<file path="src/rtl/dds_sweep_ctrl.sv">
// dds_sweep_ctrl
// ----------------------------------------------------------------------------
// Frequency-sweep sequencer for the DDS sine path. The block owns the phase
// accumulator. It steps the frequency tuning word (FTW) from start_ftw up to
// stop_ftw and holds each FTW for a programmed dwell. It drives the sine ROM
// address from the top ADDR_W bits of the accumulator.
//
// Optional feature (macro DDS_SWEEP_TRIANGLE_EN):
//   When the macro is undefined, the block runs a single up-sweep and ends in
//   FINISH. When it is defined, the sweep bounces between start_ftw and
//   stop_ftw until abort or reset. done pulses at every return to start_ftw.
//
// Ports:
//   clk        system clock
//   rst        synchronous, active-high reset
//   cfg_we     config write strobe (honoured only while idle)
//   cfg_sel    0=start_ftw, 1=stop_ftw, 2=step, 3=dwell (low DWELL_W bits)
//   cfg_data   config write data
//   start      single-cycle sweep launch
//   abort      single-cycle sweep cancel (wins over start)
//   busy       sweep in progress
//   done       one-cycle completion pulse (never on abort or reset)
//   ftw        FTW currently applied
//   addr_out   ROM address, acc[ACC_W-1 -: ADDR_W]
//   addr_vld   addr_out is a live sample address
//   sample_vld addr_vld delayed one cycle, qualifies the registered ROM q
// ----------------------------------------------------------------------------
module dds_sweep_ctrl #(
    parameter int ACC_W   = 32,
    parameter int ADDR_W  = 9,
    parameter int DWELL_W = 16
) (
    input  logic              clk,
    input  logic              rst,
    input  logic              cfg_we,
    input  logic [1:0]        cfg_sel,
    input  logic [ACC_W-1:0]  cfg_data,
    input  logic              start,
    input  logic              abort,
    output logic              busy,
    output logic              done,
    output logic [ACC_W-1:0]  ftw,
    output logic [ADDR_W-1:0] addr_out,
    output logic              addr_vld,
    output logic              sample_vld
);

    typedef enum logic [1:0] {
        IDLE   = 2'd0,
        SWEEP  = 2'd1,
        FINISH = 2'd2
    } state_t;

    state_t state, state_nxt;

    logic [ACC_W-1:0]   start_ftw;
    logic [ACC_W-1:0]   stop_ftw;
    logic [ACC_W-1:0]   step;
    logic [DWELL_W-1:0] dwell;

    logic [ACC_W-1:0]   acc, acc_nxt;
    logic [ACC_W-1:0]   ftw_nxt;
    logic [DWELL_W-1:0] dwell_cnt, dwell_cnt_nxt;

    logic [ACC_W-1:0]   step_eff;
    logic [DWELL_W-1:0] dwell_reload;
    logic [ACC_W:0]     up_sum;
    logic [ACC_W-1:0]   up_ftw;

`ifdef DDS_SWEEP_TRIANGLE_EN
    logic               dir_down, dir_down_nxt;
    logic               done_pulse, done_pulse_nxt;
    logic [ACC_W:0]     down_diff;
    logic [ACC_W-1:0]   down_ftw;
`endif

    // A step of zero would freeze the sweep, so it is treated as one LSB.
    // A dwell of zero is treated as one cycle per FTW.
    assign step_eff     = (step == '0) ? ACC_W'(1) : step;
    assign dwell_reload = (dwell == '0) ? '0 : dwell - DWELL_W'(1);

    // The up-step uses one extra bit so that a wrap past 2^ACC_W clamps to stop_ftw.
    assign up_sum = {1'b0, ftw} + {1'b0, step_eff};
    assign up_ftw = (up_sum >= {1'b0, stop_ftw}) ? stop_ftw : up_sum[ACC_W-1:0];

`ifdef DDS_SWEEP_TRIANGLE_EN
    // The down-step uses one extra bit. A borrow, or a result below start_ftw,
    // clamps to start_ftw.
    assign down_diff = {1'b0, ftw} - {1'b0, step_eff};
    assign down_ftw  = (down_diff[ACC_W] || (down_diff[ACC_W-1:0] < start_ftw))
                       ? start_ftw : down_diff[ACC_W-1:0];
`endif

    // Config registers accept writes only in IDLE. If start and cfg_we share a
    // cycle, the launch still sees the old values, because both update on the same edge.
    always_ff @(posedge clk) begin
        if (rst) begin
            start_ftw <= '0;
            stop_ftw  <= '0;
            step      <= '0;
            dwell     <= '0;
        end else if (cfg_we && (state == IDLE)) begin
            unique case (cfg_sel)
                2'd0: start_ftw <= cfg_data;
                2'd1: stop_ftw  <= cfg_data;
                2'd2: step      <= cfg_data;
                2'd3: dwell     <= cfg_data[DWELL_W-1:0];
                default: ;
            endcase
        end
    end

    // Next-state logic for the sweep state machine, accumulator, FTW and dwell counter.
    always_comb begin
        state_nxt     = state;
        acc_nxt       = acc;
        ftw_nxt       = ftw;
        dwell_cnt_nxt = dwell_cnt;
`ifdef DDS_SWEEP_TRIANGLE_EN
        dir_down_nxt   = dir_down;
        done_pulse_nxt = 1'b0;
`endif
        unique case (state)
            IDLE: begin
                if (start && !abort) begin
                    state_nxt     = SWEEP;
                    ftw_nxt       = start_ftw;
                    acc_nxt       = '0;
                    dwell_cnt_nxt = dwell_reload;
`ifdef DDS_SWEEP_TRIANGLE_EN
                    dir_down_nxt  = 1'b0;
`endif
                end
            end
            SWEEP: begin
                if (abort) begin
                    state_nxt = IDLE;
                end else begin
                    acc_nxt       = acc + ftw;
                    dwell_cnt_nxt = dwell_cnt - DWELL_W'(1);
                    if (dwell_cnt == '0) begin
                        dwell_cnt_nxt = dwell_reload;
`ifdef DDS_SWEEP_TRIANGLE_EN
                        if (start_ftw >= stop_ftw) begin
                            // An empty range holds start_ftw and reports done after every dwell.
                            done_pulse_nxt = 1'b1;
                        end else if (!dir_down) begin
                            if (ftw < stop_ftw) begin
                                ftw_nxt = up_ftw;
                            end else begin
                                ftw_nxt      = down_ftw;
                                dir_down_nxt = 1'b1;
                            end
                        end else begin
                            if (ftw > start_ftw) begin
                                ftw_nxt = down_ftw;
                            end else begin
                                // Back at start_ftw: one full triangle is complete.
                                ftw_nxt        = up_ftw;
                                dir_down_nxt   = 1'b0;
                                done_pulse_nxt = 1'b1;
                            end
                        end
`else
                        if (ftw < stop_ftw) begin
                            ftw_nxt = up_ftw;
                        end else begin
                            state_nxt = FINISH;
                        end
`endif
                    end
                end
            end
            FINISH: begin
                state_nxt = IDLE;
            end
            default: begin
                state_nxt = IDLE;
            end
        endcase
    end

    // State and datapath registers. sample_vld is a plain one-cycle delay of
    // addr_vld, so the last ROM read issued before an abort is still flagged.
    always_ff @(posedge clk) begin
        if (rst) begin
            state      <= IDLE;
            acc        <= '0;
            ftw        <= '0;
            dwell_cnt  <= '0;
            sample_vld <= 1'b0;
`ifdef DDS_SWEEP_TRIANGLE_EN
            dir_down   <= 1'b0;
            done_pulse <= 1'b0;
`endif
        end else begin
            state      <= state_nxt;
            acc        <= acc_nxt;
            ftw        <= ftw_nxt;
            dwell_cnt  <= dwell_cnt_nxt;
            sample_vld <= addr_vld;
`ifdef DDS_SWEEP_TRIANGLE_EN
            dir_down   <= dir_down_nxt;
            done_pulse <= done_pulse_nxt;
`endif
        end
    end

    assign busy     = (state == SWEEP);
    assign addr_vld = (state == SWEEP);
    assign addr_out = acc[ACC_W-1 -: ADDR_W];

`ifdef DDS_SWEEP_TRIANGLE_EN
    assign done = done_pulse;
`else
    assign done = (state == FINISH);
`endif

endmodule
</file>
<file path="config.mk">
export PLATFORM = sky130hd
export DESIGN_NAME = dds_sweep_ctrl
export DESIGN_NICKNAME = d
export VERILOG_FILES = /design/src/rtl/dds_sweep_ctrl.sv
export SDC_FILE = /design/constraint.sdc
export NUM_CORES = 1
export LEC_CHECK = 0
export BUFFER_PORTS_ARGS = -buffer_cell sky130_fd_sc_hd__buf_2
export CAP_MARGIN = 20
export CORE_MARGIN = 5
export CORE_UTILIZATION = 45
export DETAILED_ROUTE_END_ITERATION = 6
export SLEW_MARGIN = 30
export SYNTH_ARGS = -nofsm -noshare
export SYNTH_HDL_FRONTEND = slang
export SYNTH_SLANG_ARGS = --single-unit
</file>
<file path="constraint.sdc">
create_clock -name clk -period 8.23 [get_ports clk]
set_input_delay 0.4115 -clock clk [delete_from_list [all_inputs] [get_ports clk]]
set_output_delay 0.4115 -clock clk [all_outputs]
set_load 0.03 [all_outputs]
</file>
Yosys cells after proc, flatten, opt, wreduce, memory -nomap -nowiden
Cells that the tools add are included.
- register bits after elaboration: 195
- output and inout bits: 45
- bits of input ports: 39
- reduce and logical (&&, ||, !) cells: 16
- muxes and demuxes: 20
- add/sub/neg operators: 4
- order comparisons: 2
- equality and inequality tests: 11
- operators with widths (kind ; count):
    $mux 32 ; 8
    $pmux 32 s2 ; 2
    $mux 16 ; 4
    $add 32x32->33 ; 1
    $ge 33x32->1 ; 1
    $add 32x32->32 ; 1
    $logic_not 16->1 ; 2
    $logic_not 32->1 ; 1
    $lt 32x32->1 ; 1
    $pmux 16 s2 ; 1
    $sub 16x1->16 const B ; 2
    $mux 2 ; 4
    $reduce_and 2->1 ; 4
    $eq 2x2->1 const B ; 3
    $ne 2x1->1 const B ; 3
    $reduce_and 3->1 ; 2
    $reduce_and 5->1 ; 1
    $eq 2x1->1 const B ; 2
    $logic_not 2->1 ; 2
    $pmux 2 s2 ; 1
    $ne 3x2->1 const B ; 1
    $ne 3x3->1 const B ; 1
    $logic_and 1x1->1 ; 2
    $ne 2x2->1 const B ; 1
    other kinds (2) ; 2

Longest topological paths before layout
Gate-level depths: netlist (run 1).
- depth in word-level cells: 9
- gate-level depth with buffers: 24

Worst setup path after synthesis (run 1)
Ideal clock, no wire load.
- path kind: flip-flop to flip-flop
- start: register step[23]
- end: register ftw[19]
- arrival: 4.926 ns
- slack: 3.190 ns
- data required time: 8.116 ns
- cell stages (with the launch flop): 24
- path buffers: 2
- period minus slack after synthesis: 5.040 ns
- cell sequence: dfxtp_1 -> nor4_1 -> nand4_1 -> o21bai_1 -> ha_1 -> fa_1 -> a211oi_1 -> o211ai_1 -> a221oi_2 -> o2111a_1 -> nor2_1 -> o311a_1 -> a211oi_1 -> ha_1 -> and4_1 -> a311o_1 -> a21oi_1 -> o21ai_0 -> nor3_2 -> buf_2 -> buf_4 -> mux2i_1 -> a21oi_1 -> a21o_1
- cells in the longest elaborated chain, start to end: 9
- ends and longest elaborated chain (item ; RTL line ; source):
    start, declared ; 58 ; logic [ACC_W-1:0] step;
    start signal, assigned ; 106 ; 2'd2: step <= cfg_data;
    $logic_not 32->1 ; 79 ; assign step_eff = (step == '0) ? ACC_W'(1) : step;
    $mux 32 (*) ; 79 ;
    $add 32x32->33 (*) ; 83 ; assign up_sum = {1'b0, ftw} + {1'b0, step_eff};
    $ge 33x32->1 ; 84 ; assign up_ftw = (up_sum >= {1'b0, stop_ftw}) ? stop_ftw : up_sum[ACC_W-1:0];
    $mux 32 (*) ; 84 ;
    $mux 32 (*) ; 165 ; if (ftw < stop_ftw) begin
    $mux 32 (*) ; 141 ; if (dwell_cnt == '0) begin
    $mux 32 (*) ; 136 ; if (abort) begin
    $pmux 32 s2 (*) ; 123 ; unique case (state)
    end signal, assigned ; 199 ; ftw <= ftw_nxt;
    end, declared ; 42 ; output logic [ACC_W-1:0] ftw,
Every way passes the cells marked *; elsewhere a longest branch is shown, timed or not. The select of a mux whose other input is x is not followed.
A chain may end at the register's enable or synchronous reset.

Final worst setup path (run 1)
- start: register step[27]
- end: register ftw[28]
Same word-level chain as after synthesis.

==> qor.csv, run 1 <==
metric;value;unit
outcome;completed;
hold_path.class;primary input to flop;
fin_crit;6.33;ns
fp.dieH;178;um
place_area;13300;um^2
synth_cell_types;77;
die_w;178;um
areaGrowthSynthToFinish;9.67;%
grt_first_pass_wirelength;62.2;mm
hold_violations;0;
cts.sinks;195;
max_freq;158;MHz
dp.cells;2008;
cts_tree;built;
m1WireLength;19.0;mm
syn_avg_cell_area;7.75;um^2
worstHoldPathCells;3;
tns;0;ns
path_clk_slew;0.08;ns
clk_path_buf_depth;2;
worstSkewPairLatency;0.45;ns
h-tree-depth;4;
worst_pin_slew;0.842;ns
drt-total-wl;40.0;mm
synth_nets;1816;
met2_length;17.4;mm
place.gp.congestion;0.981;
slew_violations;0;
post_cts_resized;0;
stdcell_count;2042;
setup_viol;0;
maxCapViolCount;0;
antenna_found_initial;0;
slew_headroom;43.9;%
antenna_cells;0;
postCtsSetupBuffers;0;
dpl.hpwl;29.7;mm
critPathArrivalTime;6.67;ns
drcViolationCount;0;
start_kind;flop;
root_buffer;clkbuf_16;
routed_via_density;5.80;
ys_seq_area_share;30.6;%
syn_inst;1646;
mostFrequentLayoutCells;nand2_1, a21oi_1, dfxtp_1;
power_density;176;nW/um^2
dr.pass1.iters;5;
final_util;50.2;%
worstPathRequired;8.58;ns
p_leak;0.00637;uW
holdBufCountCts;0;
overflow;0;
async_flop_share;0;%
synth_seq_cells;195;
initial_core_util;45.8;%
worstSetupEndpointType;flop;
grt_pass1_vias;11182;
core-area;27900;um^2
rsz0062_at_grt;false;
grtUsageTotal;25.1;%
port_buffers;83;
yosys_warnings;0;
irDropWorstVdd;0.000145;V
dr.first_iter.drc_count;1089;
highest_layer;met4;
worstPathMaxFanout;24;
vias;11851;
ioPinCount;84;
ys.flop_type;dfxtp_1;
detail-route-antenna-nets;0;
ff2ff_path_depth;23;
fp-row-count;61;
syn_area;12800;um^2
period_share;76.9;%
wire_per_inst;19.6;um
drive_gt1_share;8.95;%
fin_area;14000;um^2
grt_max_degree;88;
synth_edf_count;0;
final_common_cell;nand2_1;
nets;1821;
wl_met3;2.91;mm
dieArea;31800;um^2
critPathKind;flop to flop;
fin_worst_skew;0.0189;ns
cts_buffers;17;
holdWs;0.223;ns
[power by group]
part / switching [uW] / internal, uW
Sequential: 37.2 / 975
Combinational: 344 / 194
Clock: 437 / 478
[sequential cells by signal, summed over array words and instances (netlist names)]
| register | flops |
|---|---|
| state | 2 |
| dwell | 16 |
| sample_vld | 1 |
| acc | 32 |
| ftw | 32 |
| stop_ftw | 32 |
| dwell_cnt | 16 |
| start_ftw | 32 |
| step | 32 |
[cells by family (layout without fill, tap and decap cells)]
group	after synthesis	in the layout	synth area share (%)
simple gates	533	533	18.4
compound gates	517	517	25.5
flops	195	195	30.6
buf+inv	172	190	5.49
fa+ha+maj	131	131	13.0
xor+xnor	60	60	4.12
mux	38	38	2.98
[per-layer routing]
| layer | vias to the layer above | GRT usage [%] |
|---|---|---|
| li1 | 5879 | - |
| met5 | - | 0 |
| met1 | 5586 | 35.8 |
| met3 | 48 | 5.81 |
| met2 | 338 | 38.2 |
| met4 | 0 | 6.43 |
[cell usage after synthesis, types with 3 or more instances]
cell / instances / area (um^2)
a211oi_1: 15 / 113
nand2_1: 261 / 980
or3_1: 11 / 68.8
buf_2: 5 / 25.0
a211o_1: 3 / 26.3
xor2_1: 23 / 201
a32oi_1: 3 / 26.3
nand2b_1: 5 / 31.3
o22ai_1: 3 / 18.8
o21a_1: 16 / 120
o31ai_1: 9 / 67.6
and2_1: 3 / 18.8
a22oi_1: 18 / 135
a31oi_1: 13 / 81.3
o31a_1: 3 / 26.3
buf_1: 4 / 15.0
o41ai_1: 3 / 26.3
xnor2_1: 37 / 324
ha_1: 129 / 1610
a311oi_1: 4 / 35.0
clkbuf_1: 94 / 353
a41oi_1: 3 / 26.3
a21oi_1: 198 / 991
nor2_1: 111 / 417
a22o_1: 4 / 35.0
nand3_1: 27 / 135
o221ai_1: 3 / 26.3
nor2b_1: 6 / 37.5
dfxtp_1: 195 / 3900
or2_2: 3 / 18.8
nand4_1: 21 / 131
o21bai_1: 11 / 82.6
o21ai_0: 61 / 305
o21ai_1: 31 / 155
nor3_1: 40 / 200
inv_1: 55 / 206
a21o_1: 69 / 518
o211ai_1: 13 / 97.6
nor4_1: 19 / 119
buf_4: 11 / 82.6
o211a_1: 3 / 30.0
and3_1: 15 / 93.8
or4_1: 3 / 22.5
mux2i_1: 38 / 380
[metrics by stage]
| step | power (uW) | setup WS [ns] |
|---|---|---|
| 5_1_grt | 2580 | 1.44 |
| 3_5_place_dp | 1560 | 1.64 |
| 6_report | 2470 | 1.90 |
| 4_1_cts | 2470 | 1.61 |
| 2_1_floorplan | 1400 | 3.19 |
| 3_3_place_gp | 1550 | 1.77 |
[worst paths after layout]
check	end	slack, ns	from
worst min register to register	acc[16]	0.45	acc[16]
worst min-delay path	step[27]	0.22	cfg_data[27]
worst max register to register	ftw[28]	1.90	step[27]
worst max-delay path	ftw[28]	1.90	step[27]
[cell type report]
cell class / count / area [um^2]
Clock buffer: 18 / 439
Clock inverter: 14 / 214
Fill cell: 2772 / 13900
Inverter: 57 / 214
Multi-Input combinational cell: 1279 / 8180
Sequential cell: 195 / 3900
Tap cell: 378 / 473
Timing Repair Buffer: 101 / 569
[critical path, stage by stage, from the launching register on]
cell      delay (ns)
dfxtp_1         0.39
nor4_1          0.09
nand4_1         0.14
o21bai_1        0.10
ha_1            0.22
fa_1            0.43
a211oi_1        0.27
o211ai_1        0.23
a221oi_2        0.46
o2111a_1        0.28
nor2_1          0.09
o311a_1         0.34
a211oi_1        0.29
ha_1            0.33
and4_1          0.20
a311o_1         0.34
a21oi_1         0.10
o21ai_0         0.14
nor3_4          0.45
buf_6           0.26
buf_4           0.36
and2_0          0.32
a31oi_1         0.14
a22o_1          0.21
No activity file was read; power rests on OpenSTA's default activity.
==> run 2, diff against run 1 <==
==> constraint.sdc (replaced) <==
create_clock -name clk -period 6 [get_ports clk]
set_input_delay 0.3 -clock clk [delete_from_list [all_inputs] [get_ports clk]]
set_output_delay 0.3 -clock clk [all_outputs]
set_load 0.03 [all_outputs]
==> qor.csv, run 2 (synthesis results as in run 1) <==
metric;value;unit
crit_chain;nor4_1 > nand4_1 > o21bai_1 > ha_1 > fa_1 > a211oi_1 > o211ai_1 > buf_4 > a221oi_4 > o2111a_1 > nor2_1 > o31ai_1 > xnor2_1 > ha_1 > nand4_1 > nor3_1 > a311o_1 > a21oi_1 > o21ai_0 > nor3_4 > buf_12 > mux2i_1 > a21oi_1 > a21o_1;
met1_usage;38.0;%
tns;0;ns
detail-route-antenna-nets;0;
grt_first_pass_wirelength;62.8;mm
antenna_found_initial;0;
vias;11966;
crit_slowest_cell;fa_1;
fin_crit;5.56;ns
cts_tree;built;
max_freq;180;MHz
drive_gt1_share;9.35;%
wire_per_inst;19.6;um
h-tree-depth;4;
antenna_cells;0;
crit_family;compound AO/OA/AOI/OAI gates;
nets;1825;
dieArea;31800;um^2
place_area;13400;um^2
critPathKind;flop to flop;
worstSkewPairLatency;0.45;ns
holdBufCountCts;0;
period_share;92.7;%
ioPinCount;84;
critPathArrivalTime;5.89;ns
setup_viol;0;
dr.pass1.iters;7;
grtUsageTotal;25.1;%
outcome;completed;
die_w;178;um
r2r-start;step[29];
grt_pass1_vias;11314;
routed_via_density;5.85;
grt_max_degree;61;
worstSetupEndpointType;flop;
drt-total-wl;40.1;mm
r2r_slack;0.44;ns
grt_use_met2;37.9;%
place.gp.congestion;0.926;
fin_ws;0.439;ns
ff2ff_path_depth;24;
start_kind;flop;
fin_worst_skew;0.0187;ns
worstPathMaxFanout;28;
drcViolationCount;0;
clk_path_buf_depth;2;
busiest_layer;met1;
hold_path.class;primary input to flop;
critical_path_depth;24;
areaGrowthSynthToFinish;9.85;%
dp_slack;0.346;ns
initial_core_util;45.8;%
final_common_cell;nand2_1;
r2r_end;ftw[21];
hold_violations;0;
cts.sinks;195;
total_power;3360;uW
p_leak;0.00637;uW
slew_headroom;39.5;%
slew_violations;0;
fin_area;14000;um^2
cts_buffers;17;
root_buffer;clkbuf_16;
fp.dieH;178;um
irDropWorstVdd;0.000174;V
path_buf_inv;2;
mostFrequentLayoutCells;nand2_1, a21oi_1, dfxtp_1;
power_density;240;nW/um^2
dpl.hpwl;29.4;mm
endpoint;ftw[21];
final_util;50.3;%
cp-startpoint;step[29];
worstPathRequired;6.33;ns
worst_pin_slew;0.908;ns
overflow;0;
path_clk_slew;0.09;ns
port_buffers;83;
met3_usage;3.33;%
dr.first_iter.drc_count;1137;
slowest_delay;0.43;ns
fp-row-count;61;
maxCapViolCount;0;
core-area;27900;um^2
-- run 2: changes by cell type in the layout (fill, tap and decap cells not counted), sizes merged --
cell      change
buf           +4
clkinv        -4
clkinvlp      +2
inv           +2
bufinv        -1
clkbuf        +1
-- run 2: power by group --
| part | internal (uW) | switching [uW] |
|---|---|---|
| Clock | 620 | 597 |
| Sequential | 1340 | 49.7 |
| Combinational | 276 | 480 |
-- run 2: what timing repair did --
action,CTS,global route
setup buffers,0,1
endpoints found under the setup margin,0,31
resized for setup,0,4
-- run 2: layer usage --
layer  vias to the layer above  wire, um
met1                      5687     20100
met5                         -         0
li1                       5897         -
met3                        34      2420
met4                         0       465
met2                       348     17200
-- run 2: final cells by class --
class                           count  area [um^2]
Multi-Input combinational cell   1279         8220
Inverter                           57          214
Sequential cell                   195         3900
Clock inverter                     13          164
Tap cell                          378          473
Timing Repair Buffer              105          596
Clock buffer                       19          453
Fill cell                        2806        13800
-- run 2: worst reg2reg max path: stages (launching register included) --
cell	delay (ns)
dfxtp_1	0.38
nor4_1	0.08
nand4_1	0.17
o21bai_1	0.10
ha_1	0.22
fa_1	0.43
a211oi_1	0.29
o211ai_1	0.12
buf_4	0.17
a221oi_4	0.32
o2111a_1	0.28
nor2_1	0.09
o31ai_1	0.41
xnor2_1	0.23
ha_1	0.30
nand4_1	0.15
nor3_1	0.09
a311o_1	0.32
a21oi_1	0.11
o21ai_0	0.15
nor3_4	0.26
buf_12	0.27
mux2i_1	0.25
a21oi_1	0.09
a21o_1	0.18
-- run 2: how the worst min path moves through the flow --
stage                  start  depth (start not counted)  slack [ns]       endpoint
2_1_floorplan  dwell_cnt[14]                          2        0.43  dwell_cnt[14]
3_3_place_gp   start_ftw[14]                          2        0.44  start_ftw[14]
3_5_place_dp    start_ftw[3]                          2        0.44   start_ftw[3]
4_1_cts         cfg_data[28]                          3         0.1  start_ftw[28]
5_1_grt         cfg_data[22]                          3        0.12   stop_ftw[22]
6_report        cfg_data[28]                          3        0.11  start_ftw[28]
-- run 2: per-stage QoR --
| step | cells | hold WS (ns) |
|---|---|---|
| 6_report | 2046 | 0.111 |
| 2_1_floorplan | 1646 | 0.431 |
| 4_1_cts | 2045 | 0.0955 |
| 3_5_place_dp | 2013 | 0.444 |
| 5_1_grt | 2046 | 0.118 |
| 3_3_place_gp | 2013 | 0.439 |
